File: config.mk
export PLATFORM = sky130hd
export DESIGN_NAME = id_ex_stage_flat
export DESIGN_NICKNAME = d
export VERILOG_FILES = /design/src/rtl/cpu_pkg.sv /design/src/rtl/id_ex_stage_if.sv /design/src/rtl/load_use_detect.sv /design/src/rtl/id_ex_stage.sv /design/src/flat_wrapper.sv
export SDC_FILE = /design/constraint.sdc
export NUM_CORES = 1
export LEC_CHECK = 0
export CORE_AREA = 2 2 184 186
export DETAILED_ROUTE_END_ITERATION = 10
export DIE_AREA = 0 0 186 188
export PLACE_DENSITY_LB_ADDON = 0.15
export SLEW_MARGIN = 20
export SYNTH_ARGS = -nofsm -noshare
export SYNTH_HDL_FRONTEND = slang
export SYNTH_SLANG_ARGS = --single-unit
File: constraint.sdc
create_clock -name clk -period 7.4 [get_ports clk]
set_input_delay 0.74 -clock clk [delete_from_list [all_inputs] [get_ports clk]]
set_output_delay 0.74 -clock clk [all_outputs]
set_load 0.05 [all_outputs]
File: src/rtl/cpu_pkg.sv
// Shared types for the LEGv8 ID/EX stage: control bundle, XZR index and the stall FSM states.
package cpu_pkg;
  localparam int DATA_W  = 64;
  localparam int REG_W   = 5;
  localparam int ALUOP_W = 3;
  localparam logic [4:0] XZR = 5'd31;

  typedef struct packed {
    logic               reg_write;
    logic               mem_read;
    logic               mem_write;
    logic               alu_src;
    logic               mem_to_reg;
    logic [ALUOP_W-1:0] alu_op;
  } ctrl_t;

  typedef enum logic {RUN = 1'b0, STALL = 1'b1} state_t;
endpackage

File: src/rtl/id_ex_stage_if.sv
// ID->EX bundle: decoded ID fields and flush in, registered EX fields and stall controls out.
interface id_ex_stage_if
  import cpu_pkg::*;
#(
  parameter int DATA_W = cpu_pkg::DATA_W,
  parameter int REG_W  = cpu_pkg::REG_W
);
  logic              id_valid;
  logic [REG_W-1:0]  id_rn, id_rm, id_rd;
  logic              id_uses_rm;
  logic [DATA_W-1:0] id_data_a, id_data_b, id_imm;
  ctrl_t             id_ctrl;
  logic              flush;
  logic [REG_W-1:0]  ex_rn, ex_rm, ex_rd;
  logic [DATA_W-1:0] ex_data_a, ex_data_b, ex_imm;
  ctrl_t             ex_ctrl;
  logic              stall_pc, stall_ifid;
  logic [31:0]       stall_count;

  modport master (
    output id_valid, id_rn, id_rm, id_rd, id_uses_rm, id_data_a, id_data_b, id_imm, id_ctrl, flush,
    input  ex_rn, ex_rm, ex_rd, ex_data_a, ex_data_b, ex_imm, ex_ctrl, stall_pc, stall_ifid, stall_count
  );
  modport slave (
    input  id_valid, id_rn, id_rm, id_rd, id_uses_rm, id_data_a, id_data_b, id_imm, id_ctrl, flush,
    output ex_rn, ex_rm, ex_rd, ex_data_a, ex_data_b, ex_imm, ex_ctrl, stall_pc, stall_ifid, stall_count
  );
endinterface

File: src/rtl/load_use_detect.sv
// Combinational load-use compare between the load in EX and the instruction sitting in ID.
module load_use_detect #(
  parameter int REG_W = 5
) (
  input  logic             i_ex_mem_read,
  input  logic [REG_W-1:0] i_ex_rd,
  input  logic             i_id_valid,
  input  logic [REG_W-1:0] i_id_rn,
  input  logic [REG_W-1:0] i_id_rm,
  input  logic             i_id_uses_rm,
  output logic             o_lu
);
  localparam logic [REG_W-1:0] L_XZR = '1;

  assign o_lu = i_ex_mem_read && (i_ex_rd != L_XZR) && i_id_valid &&
                ((i_ex_rd == i_id_rn) || (i_id_uses_rm && (i_ex_rd == i_id_rm)));
endmodule

File: src/rtl/id_ex_stage.sv
// ID/EX pipeline register with one-bubble load-use stall and flush-to-bubble.
// Optional bubble counter enabled by defining STALL_COUNTER_EN.
module id_ex_stage
  import cpu_pkg::*;
#(
  parameter int DATA_W = cpu_pkg::DATA_W,
  parameter int REG_W  = cpu_pkg::REG_W
) (
  input  logic          clk,
  input  logic          reset,
  id_ex_stage_if.slave  bus
);
  localparam logic [REG_W-1:0] L_XZR = '1;

  state_t            r_state, w_next;
  logic              w_lu, w_stall, w_bubble;
  logic [REG_W-1:0]  r_rn, r_rm, r_rd;
  logic [DATA_W-1:0] r_data_a, r_data_b, r_imm;
  ctrl_t             r_ctrl;

  load_use_detect #(.REG_W(REG_W)) u_lu (
    .i_ex_mem_read (r_ctrl.mem_read),
    .i_ex_rd       (r_rd),
    .i_id_valid    (bus.id_valid),
    .i_id_rn       (bus.id_rn),
    .i_id_rm       (bus.id_rm),
    .i_id_uses_rm  (bus.id_uses_rm),
    .o_lu          (w_lu)
  );

  always_ff @(posedge clk or posedge reset) begin
    if (reset) r_state <= RUN;
    else       r_state <= w_next;
  end

  always_comb begin
    w_next = r_state;
    case (r_state)
      RUN:     if (!bus.flush && w_lu) w_next = STALL;
      STALL:   w_next = RUN;
      default: w_next = RUN;
    endcase
  end

  // Flush beats a load-use hazard: the dependent instruction is being killed anyway.
  always_comb begin
    w_stall  = 1'b0;
    w_bubble = 1'b0;
    case (r_state)
      RUN: begin
        if (bus.flush)  w_bubble = 1'b1;
        else if (w_lu) begin
          w_stall  = 1'b1;
          w_bubble = 1'b1;
        end else        w_bubble = !bus.id_valid;
      end
      STALL:   w_bubble = bus.flush || !bus.id_valid;
      default: w_bubble = 1'b1;
    endcase
  end

  // Reset and bubble share one encoding; index 31 keeps the forwarding unit quiet.
  always_ff @(posedge clk or posedge reset) begin
    if (reset) begin
      r_rn <= L_XZR; r_rm <= L_XZR; r_rd <= L_XZR;
      r_data_a <= '0; r_data_b <= '0; r_imm <= '0;
      r_ctrl <= '0;
    end else if (w_bubble) begin
      r_rn <= L_XZR; r_rm <= L_XZR; r_rd <= L_XZR;
      r_data_a <= '0; r_data_b <= '0; r_imm <= '0;
      r_ctrl <= '0;
    end else begin
      r_rn <= bus.id_rn; r_rm <= bus.id_rm; r_rd <= bus.id_rd;
      r_data_a <= bus.id_data_a; r_data_b <= bus.id_data_b; r_imm <= bus.id_imm;
      r_ctrl <= bus.id_ctrl;
    end
  end

  assign bus.ex_rn      = r_rn;
  assign bus.ex_rm      = r_rm;
  assign bus.ex_rd      = r_rd;
  assign bus.ex_data_a  = r_data_a;
  assign bus.ex_data_b  = r_data_b;
  assign bus.ex_imm     = r_imm;
  assign bus.ex_ctrl    = r_ctrl;
  assign bus.stall_pc   = w_stall;
  assign bus.stall_ifid = w_stall;

`ifdef STALL_COUNTER_EN
  logic [31:0] r_stall_count;
  always_ff @(posedge clk or posedge reset) begin
    if (reset)        r_stall_count <= '0;
    else if (w_stall) r_stall_count <= r_stall_count + 32'd1;
  end
  assign bus.stall_count = r_stall_count;
`else
  assign bus.stall_count = '0;
`endif
endmodule

File: src/flat_wrapper.sv
// flat-port wrapper written by rule: the top's interface ports become plain ports
module id_ex_stage_flat import cpu_pkg::*;
#(
  parameter int DATA_W = cpu_pkg::DATA_W,
  parameter int REG_W  = cpu_pkg::REG_W
)
  (clk, reset, bus_id_valid, bus_id_rn, bus_id_rm, bus_id_rd, bus_id_uses_rm, bus_id_data_a, bus_id_data_b, bus_id_imm, bus_id_ctrl, bus_flush, bus_ex_rn, bus_ex_rm, bus_ex_rd, bus_ex_data_a, bus_ex_data_b, bus_ex_imm, bus_ex_ctrl, bus_stall_pc, bus_stall_ifid, bus_stall_count);
  id_ex_stage_if #(.DATA_W(DATA_W), .REG_W(REG_W)) bus_i ();
  input  logic clk;
  input  logic reset;
  input wire logic [$bits(bus_i.id_valid)-1:0] bus_id_valid;
  input wire logic [$bits(bus_i.id_rn)-1:0] bus_id_rn;
  input wire logic [$bits(bus_i.id_rm)-1:0] bus_id_rm;
  input wire logic [$bits(bus_i.id_rd)-1:0] bus_id_rd;
  input wire logic [$bits(bus_i.id_uses_rm)-1:0] bus_id_uses_rm;
  input wire logic [$bits(bus_i.id_data_a)-1:0] bus_id_data_a;
  input wire logic [$bits(bus_i.id_data_b)-1:0] bus_id_data_b;
  input wire logic [$bits(bus_i.id_imm)-1:0] bus_id_imm;
  input wire logic [$bits(bus_i.id_ctrl)-1:0] bus_id_ctrl;
  input wire logic [$bits(bus_i.flush)-1:0] bus_flush;
  output wire logic [$bits(bus_i.ex_rn)-1:0] bus_ex_rn;
  output wire logic [$bits(bus_i.ex_rm)-1:0] bus_ex_rm;
  output wire logic [$bits(bus_i.ex_rd)-1:0] bus_ex_rd;
  output wire logic [$bits(bus_i.ex_data_a)-1:0] bus_ex_data_a;
  output wire logic [$bits(bus_i.ex_data_b)-1:0] bus_ex_data_b;
  output wire logic [$bits(bus_i.ex_imm)-1:0] bus_ex_imm;
  output wire logic [$bits(bus_i.ex_ctrl)-1:0] bus_ex_ctrl;
  output wire logic [$bits(bus_i.stall_pc)-1:0] bus_stall_pc;
  output wire logic [$bits(bus_i.stall_ifid)-1:0] bus_stall_ifid;
  output wire logic [$bits(bus_i.stall_count)-1:0] bus_stall_count;
  assign bus_i.id_valid = bus_id_valid;
  assign bus_i.id_rn = bus_id_rn;
  assign bus_i.id_rm = bus_id_rm;
  assign bus_i.id_rd = bus_id_rd;
  assign bus_i.id_uses_rm = bus_id_uses_rm;
  assign bus_i.id_data_a = bus_id_data_a;
  assign bus_i.id_data_b = bus_id_data_b;
  assign bus_i.id_imm = bus_id_imm;
  assign bus_i.id_ctrl = bus_id_ctrl;
  assign bus_i.flush = bus_flush;
  assign bus_ex_rn = bus_i.ex_rn;
  assign bus_ex_rm = bus_i.ex_rm;
  assign bus_ex_rd = bus_i.ex_rd;
  assign bus_ex_data_a = bus_i.ex_data_a;
  assign bus_ex_data_b = bus_i.ex_data_b;
  assign bus_ex_imm = bus_i.ex_imm;
  assign bus_ex_ctrl = bus_i.ex_ctrl;
  assign bus_stall_pc = bus_i.stall_pc;
  assign bus_stall_ifid = bus_i.stall_ifid;
  assign bus_stall_count = bus_i.stall_count;
  id_ex_stage #(.DATA_W(DATA_W), .REG_W(REG_W)) u_core (.clk(clk), .reset(reset), .bus(bus_i));
endmodule
==> results.txt, run 1 <==
----------------------------------------------------
[Placed design]
  Routability-driven placement congestion ratio ... 0.747
  Count of buffers inserted at the top-level ports ... 436
  Total cell area at the placement stage ... 0.0134 sq mm
  Setup slack after placement ... 3570 ps
  HPWL reported at the end of detailed placement ... 18600 um

[Clock network]
  TritonCTS clock tree ... done
  Hold_buf cts ... 0
  Count of cells resized by post-cts repair ... 0
  Maximum number of buffers from clock root to sink ... 3
  CTS root buf ... clkbuf_16
  CTS HTree Levels ... 1
  CTS sink cnt ... 216
  Number of buffers inserted during clock tree synthesis ... 26
  Clock latency on the worst-skew pair ... 530 ps
  Number of buffers inserted to repair setup after CTS ... 0
  Clock edge transition at the registers on the reported setup and hold paths ... 50 ps

[Critical path]
  Category of the worst setup path capture point ... output port
  Number of cells on the worst reg-to-reg path ... 5
  Largest stage delay on the critical path ... 870 ps
  Largest fanout of any net on the critical path ... 6
  Element type at the critical path start ... input pin
  Cells along the critical path ... clkdlybuf4s50_1 > xnor2_1 > nand4_1 > o22a_1 > nor3_1 > clkdlybuf4s50_1
  Data required time of the critical path ... 6660 ps
  Worst R2R Start ... u_core.bus.ex_ctrl[6]$_DFF_PP0_
  End of the worst register-to-register path ... u_core.bus.ex_data_a[6]$_DFF_PP0_
  Setup slack on the worst flop-to-flop path ... 4800 ps
  Kind of critical path ... input pin to output port
  Cell with the biggest individual delay on the critical path ... clkdlybuf4s50_1
  Critical path's most frequent cell ... clkdlybuf4s50_1
  Critical path data arrival time ... 3080 ps

[Floorplanning]
  Site row count ... 67
  Y dimension of the die ... 188 um
  Total Die Area ... 0.0350 sq mm
  Area of the core ... 0.0331 sq mm
  Width of the die ... 186 um
  I/O pin total ... 469
  Starting density of the core ... 27.6%

[Cells and area]
  P&R area growth vs syn ... 55.1%
  Final core utilization ... 42.9%
  Final instance area ... 0.0142 sq mm
  Final-layout fill cell count ... 3196
  Fraction of layout instances using a drive strength above 1 ... 21.7%
  Net count of the finished layout ... 1384

[Timing]
  Relative max-transition margin ... 20.7%
  Part of the cycle the worst path needs ... 51.7%
  Final Max Tran Viols ... 0
  Least-Margin Pin Slew ... 1190 ps
  Setup violation total in the final timing report ... 0
  Unrepaired setup endpoints after global routing ... no
  Min setup slack post-route ... 3580 ps
  Fmax ... 262 MHz
  Post-route minimum period ... 3820 ps
  Final-report hold violation count ... 0
  Hold Slack ... 716 ps
  Max Clock Skew ... 10.2 ps
  Setup TNS Final ... 0 ps

[GRT]
  Total Routing Usage GR ... 15.6%
  Maximum number of pins on one net before global-route repair ... 201
  First-pass GRT wire length ... 42500 um
  Overall overflow remaining after global route ... 0
  Number of antenna violations at the first check in global routing ... 1
  Vias in the first global route ... 7148

[Job]
  Max-capacitance violation count ... 0

[Logic synthesis]
  Dominant cells by area after synthesis ... dfrtp_1 (55%), a21oi_2 (19%), nand2_1 (8.4%)
  Synthesis warning total ... 0
  Synthesized netlist cell count ... 766
  Library cell with the highest instance count after synthesis ... nand2_1
  Synthesized cell area ... 0.00915 sq mm
  Library cells used by synthesis ... 22
  Post-synth EDFFs ... 0
  Average instance area after synthesis ... 11.9 sq um
  Share of synthesized area occupied by flip-flops and latches ... 59.3%
  Proportion of netlist area held by the largest area contributor ... 55.0%
  Most used standard cells in the synthesized netlist ... nand2_1 (204), dfrtp_1 (201), a21oi_2 (200)
  Fraction of registers with async set/reset ... 100%
  Primary flip-flop cell chosen by synthesis mapping ... dfrtp_1
  Library cell with the largest summed area after synthesis ... dfrtp_1
  Flip-flop and latch count after synthesis ... 216

[Detailed routing]
  Number of design rule violations left after detail routing ... 0
  Detailed-route via count ... 6838
  Total detailed-routing wirelength ... 28400 um
  Residual antenna-violating net count after detailed routing ... 0
  Initial drt markers ... 274
  Routed WL per cell ... 17.4 um
  Number of iterations in the first detailed-routing pass ... 4
  Post-detailed-route via-to-cell ratio ... 4.19

[Pwr]
  Worst ir drop on vdd ... 149 uV
  PD cells ... 211 mW/mm^2
  Leak ... 5.78 nW

[Worst hold path]
  Type of the tightest min-delay check ... input pin to asynchronous set/reset pin

[Outcome]
  Outcome ... completed

----------------------------------------------------
-- cell usage in the layout, fill, tap and decap left out --
| cell type | Yosys | routed |
|---|---|---|
| clkdlybuf4s50_1 | 0 | 436 |
| nand2_1 | 204 | 204 |
| dfrtp_1 | 201 | 201 |
| a21oi_2 | 200 | 200 |
| conb_1 | 1 | 32 |
| clkbuf_16 | 0 | 27 |
| dfstp_2 | 15 | 15 |
| clkbuf_1 | 24 | 14 |
| xnor2_1 | 10 | 10 |
| a211o_1 | 10 | 10 |
| nor2_1 | 6 | 6 |
| o21ai_0 | 6 | 6 |
| buf_12 | 22 | 4 |
| clkbuf_8 | 0 | 3 |
| nand3_1 | 2 | 2 |
| buf_4 | 35 | 2 |
| diode_2 | 0 | 1 |
| nand4_1 | 1 | 1 |
| o22ai_4 | 1 | 1 |
| o21a_4 | 0 | 1 |
| nand2b_1 | 1 | 1 |
| o22a_1 | 1 | 1 |
| nor2b_4 | 0 | 1 |
| nor3_1 | 1 | 1 |
| inv_8 | 0 | 1 |
| clkinvlp_4 | 0 | 1 |
| clkinv_2 | 0 | 1 |
-- kinds of logic after synthesis --
family | synth area share (%)
compound gates | 20.8
flops | 59.3
simple gates | 8.98
buf+inv | 9.91
xor+xnor | 0.957
other cells | 0.0410
-- power breakdown --
part | switching, W | internal (W)
clock network | 0.000485 | 0.000699
registers | 0.0000137 | 0.00123
logic | 0.000354 | 0.000213
total | 0.000852 | 0.00214
-- per-stage QoR --
step           power (W)  cells
2_1_floorplan    0.00162    797
3_3_place_gp     0.00184   1584
3_5_place_dp     0.00184   1584
4_1_cts          0.00305   1630
5_1_grt          0.00312   1630
6_report         0.00299   1631
-- sequential cells by signal, summed over array words and instances, names as in the netlist --
| signal | count |
|---|---|
| u_core.bus.ex_ctrl | 8 |
| u_core.bus.ex_data_a | 64 |
| u_core.bus.ex_rn | 5 |
| u_core.bus.ex_rd | 5 |
| u_core.bus.ex_imm | 64 |
| u_core.bus.ex_rm | 5 |
| u_core.r_state | 1 |
| u_core.bus.ex_data_b | 64 |
-- layer usage --
metal  part of all wire (%)  vias up  global-route usage, %
met3                     13       33                   7.77
met1                     39     3266                   18.4
met5                      0        -                      0
met2                     46      314                   25.1
li1                       -     3225                      -
met4                    2.4        0                   4.00
-- cell type report --
class	count	area, sq um	share of cell area, %
multi-input combinational	477	2950	20.8
sequential	216	5420	38.2
clock inverter	2	12.5	0.0882
timing repair buffer	442	4460	31.4
inverter	1	11.3	0.0794
clock buffer	44	769	5.42
antenna	1	2.50	0.0176
tap	448	561	3.95
-- how the worst max path moves through the flow --
stage                       from                               to
finish              bus_id_rm[1]                   bus_stall_ifid
global route        bus_id_rm[1]                   bus_stall_ifid
CTS                 bus_id_rm[1]                   bus_stall_ifid
detailed placement  bus_id_rm[4]                   bus_stall_ifid
global placement    bus_id_rm[1]                     bus_stall_pc
floorplan                  reset  u_core.bus.ex_ctrl[0]$_DFF_PP0_
-- critical path: cells and delay by family --
kind | cells | cell delay [ps]
compound gates | 1 | 310
buf+inv | 2 | 1370
simple gates | 2 | 530
xor+xnor | 1 | 120
No activity file was read; power rests on OpenSTA's default activity.
==> inputs of run 2 (changes only) <==
--- a/config.mk
+++ b/config.mk
@@ -5,9 +5,9 @@
 export SDC_FILE = /design/constraint.sdc
 export NUM_CORES = 1
 export LEC_CHECK = 0
-export CORE_AREA = 2 2 184 186
+export CORE_AREA = 2 2 183 185
 export DETAILED_ROUTE_END_ITERATION = 10
-export DIE_AREA = 0 0 186 188
+export DIE_AREA = 0 0 185 187
 export PLACE_DENSITY_LB_ADDON = 0.15
 export SLEW_MARGIN = 20
 export SYNTH_ARGS = -nofsm -noshare
==> constraint.sdc (replaced) <==
create_clock -name clk -period 3.3 [get_ports clk]
set_input_delay 0.33 -clock clk [delete_from_list [all_inputs] [get_ports clk]]
set_output_delay 0.33 -clock clk [all_outputs]
set_load 0.05 [all_outputs]
==> results.txt, run 2 (same netlist as run 1, synthesis figures left out) <==
----------------------------------------------------
[Clock network]
  TritonCTS clock tree ... done
  Maximum number of buffers from clock root to sink ... 3
  Hold_buf cts ... 0
  Clock edge transition at the registers on the reported setup and hold paths ... 70 ps
  Count of cells resized by post-cts repair ... 0
  CTS root buf ... clkbuf_16
  CTS sink cnt ... 216
  Clock latency on the worst-skew pair ... 520 ps
  CTS HTree Levels ... 1
  Number of buffers inserted to repair setup after CTS ... 0
  Number of buffers inserted during clock tree synthesis ... 25

[Critical path]
  Critical path data arrival time ... 2330 ps
  Category of the worst setup path capture point ... output port
  Kind of critical path ... register to output port
  Data required time of the critical path ... 2970 ps
  Element type at the critical path start ... register
  Largest fanout of any net on the critical path ... 6

[Placed design]
  Count of buffers inserted at the top-level ports ... 436
  Routability-driven placement congestion ratio ... 0.773
  HPWL reported at the end of detailed placement ... 20000 um

[Floorplanning]
  I/O pin total ... 469
  Site row count ... 67
  Total Die Area ... 0.0346 sq mm
  Starting density of the core ... 27.8%
  Area of the core ... 0.0329 sq mm
  Y dimension of the die ... 187 um
  Width of the die ... 185 um

[Cells and area]
  P&R area growth vs syn ... 57.2%
  Final-layout fill cell count ... 3227
  Fraction of layout instances using a drive strength above 1 ... 23.3%
  Net count of the finished layout ... 1404
  Commonest non-fill, non-tap cell in the layout ... clkdlybuf4s50_1
  Most frequent cells in the layout ... clkdlybuf4s50_1 (434), nand2_1 (204), dfrtp_1 (201)

[Timing]
  Post-route minimum period ... 2660 ps
  Hold Slack ... 306 ps
  Least-Margin Pin Slew ... 806 ps
  Setup violation total in the final timing report ... 0
  Max Clock Skew ... 22.3 ps
  Relative max-transition margin ... 46.3%
  Final Max Tran Viols ... 0
  Fmax ... 376 MHz
  Setup TNS Final ... 0 ps
  Unrepaired setup endpoints after global routing ... no
  Part of the cycle the worst path needs ... 80.7%
  Final-report hold violation count ... 0

[Pwr]
  Internal power summed over all cells ... 0.00473 W
  Switching part of the total ... 28.6%
  Sequential power share ... 42.0%
  Leak ... 5.89 nW
  Worst ir drop on vdd ... 343 uV
  Combinational group share of total power ... 19.5%
  Switching Power ... 0.00190 W
  PD cells ... 461 mW/mm^2
  Clock Power Share ... 38.5%

[GRT]
  Maximum number of pins on one net before global-route repair ... 103
  Overall overflow remaining after global route ... 0
  First-pass GRT wire length ... 43000 um
  Vias in the first global route ... 7040
  Number of antenna violations at the first check in global routing ... 1
  Total Routing Usage GR ... 16.0%

[Worst hold path]
  Type of the tightest min-delay check ... input pin to asynchronous set/reset pin

[Detailed routing]
  Post-detailed-route via-to-cell ratio ... 4.21
  Routed WL per cell ... 17.4 um
  Number of iterations in the first detailed-routing pass ... 4
  Number of design rule violations left after detail routing ... 0
  Detailed-route via count ... 6941
  Initial drt markers ... 291
  Total detailed-routing wirelength ... 28700 um
  Residual antenna-violating net count after detailed routing ... 0

[Outcome]
  Outcome ... completed

[Job]
  Max-capacitance violation count ... 0

----------------------------------------------------
-- run 2: cell types whose count changed in the layout (fill, tap and decap cells not counted) --
cell and delta:
buf_4 +16, clkbuf_1 -3, clkinv_2 +1, clkbuf_16 -2
clkdlybuf4s50_1 -2, clkbuf_8 +1, inv_8 -1, clkinvlp_4 +1
buf_12 +7
-- run 2: path summary, 6_finish.rpt --
| path | from | to | slack [ps] | cells after the start |
|---|---|---|---|---|
| max | u_core.bus.ex_rd[1]$_DFF_PP1_ | bus_stall_pc | 640 | 5 |
| min | reset | u_core.bus.ex_imm[34]$_DFF_PP0_ | 310 | 2 |
| max reg2reg | u_core.bus.ex_rd[1]$_DFF_PP1_ | u_core.bus.ex_rn[0]$_DFF_PP1_ | 1190 | 5 |
| min reg2reg | u_core.r_state$_DFF_PP0_ | u_core.bus.ex_rd[4]$_DFF_PP1_ | 700 | 3 |
| max in group asynchronous | reset | u_core.bus.ex_rm[3]$_DFF_PP1_ | 2140 | 3 |
| min in group clk | bus_id_imm[0] | u_core.bus.ex_imm[0]$_DFF_PP0_ | 330 | 3 |
-- run 2: power groups by stage --
stage,logic [W],clock network (W),registers (W)
3_5_place_dp,0.00131,0,0.00283
4_1_cts,0.00132,0.00266,0.00279
2_1_floorplan,0.000435,0,0.00320
6_report,0.00130,0.00255,0.00279
3_3_place_gp,0.00131,0,0.00283
5_1_grt,0.00137,0.00276,0.00279
-- run 2: worst max-delay path: stages, from the launching register on --
cell     delay, ps
dfstp_2        590
xnor2_1        120
nand4_1        190
o22a_1         300
nor3_1         330
buf_4          270
-- run 2: final cells by class --
class	instances	area (sq um)	area share [%]
Clock inverter	3	17.5	0.122
Antenna cell	1	2.50	0.0174
Inverter	1	7.51	0.0522
Multi-Input combinational cell	477	2950	20.5
Timing Repair Buffer	463	4700	32.7
Sequential cell	216	5420	37.7
Tap cell	448	561	3.90
Clock buffer	40	722	5.02
-- run 2: stage by stage --
stage	setup slack, ps	utilization (%)	instance area, sq um	instances	total power, W
global route	472	43.8	14400	1649	0.00692
floorplan	107	-	9270	797	0.00363
global placement	898	41.5	13600	1605	0.00414
finish	639	43.8	14400	1649	0.00663
detailed placement	898	41.5	13600	1605	0.00414
CTS	606	43.8	14400	1648	0.00676
-- run 2: per-layer routing --
metal | GRT usage [%] | up-vias | routed length [um]
met5 | 0 | - | 0
met4 | 3.91 | 0 | 643
met3 | 8.39 | 34 | 3830
met2 | 25.5 | 313 | 13100
met1 | 18.9 | 3330 | 11100
li1 | - | 3264 | -
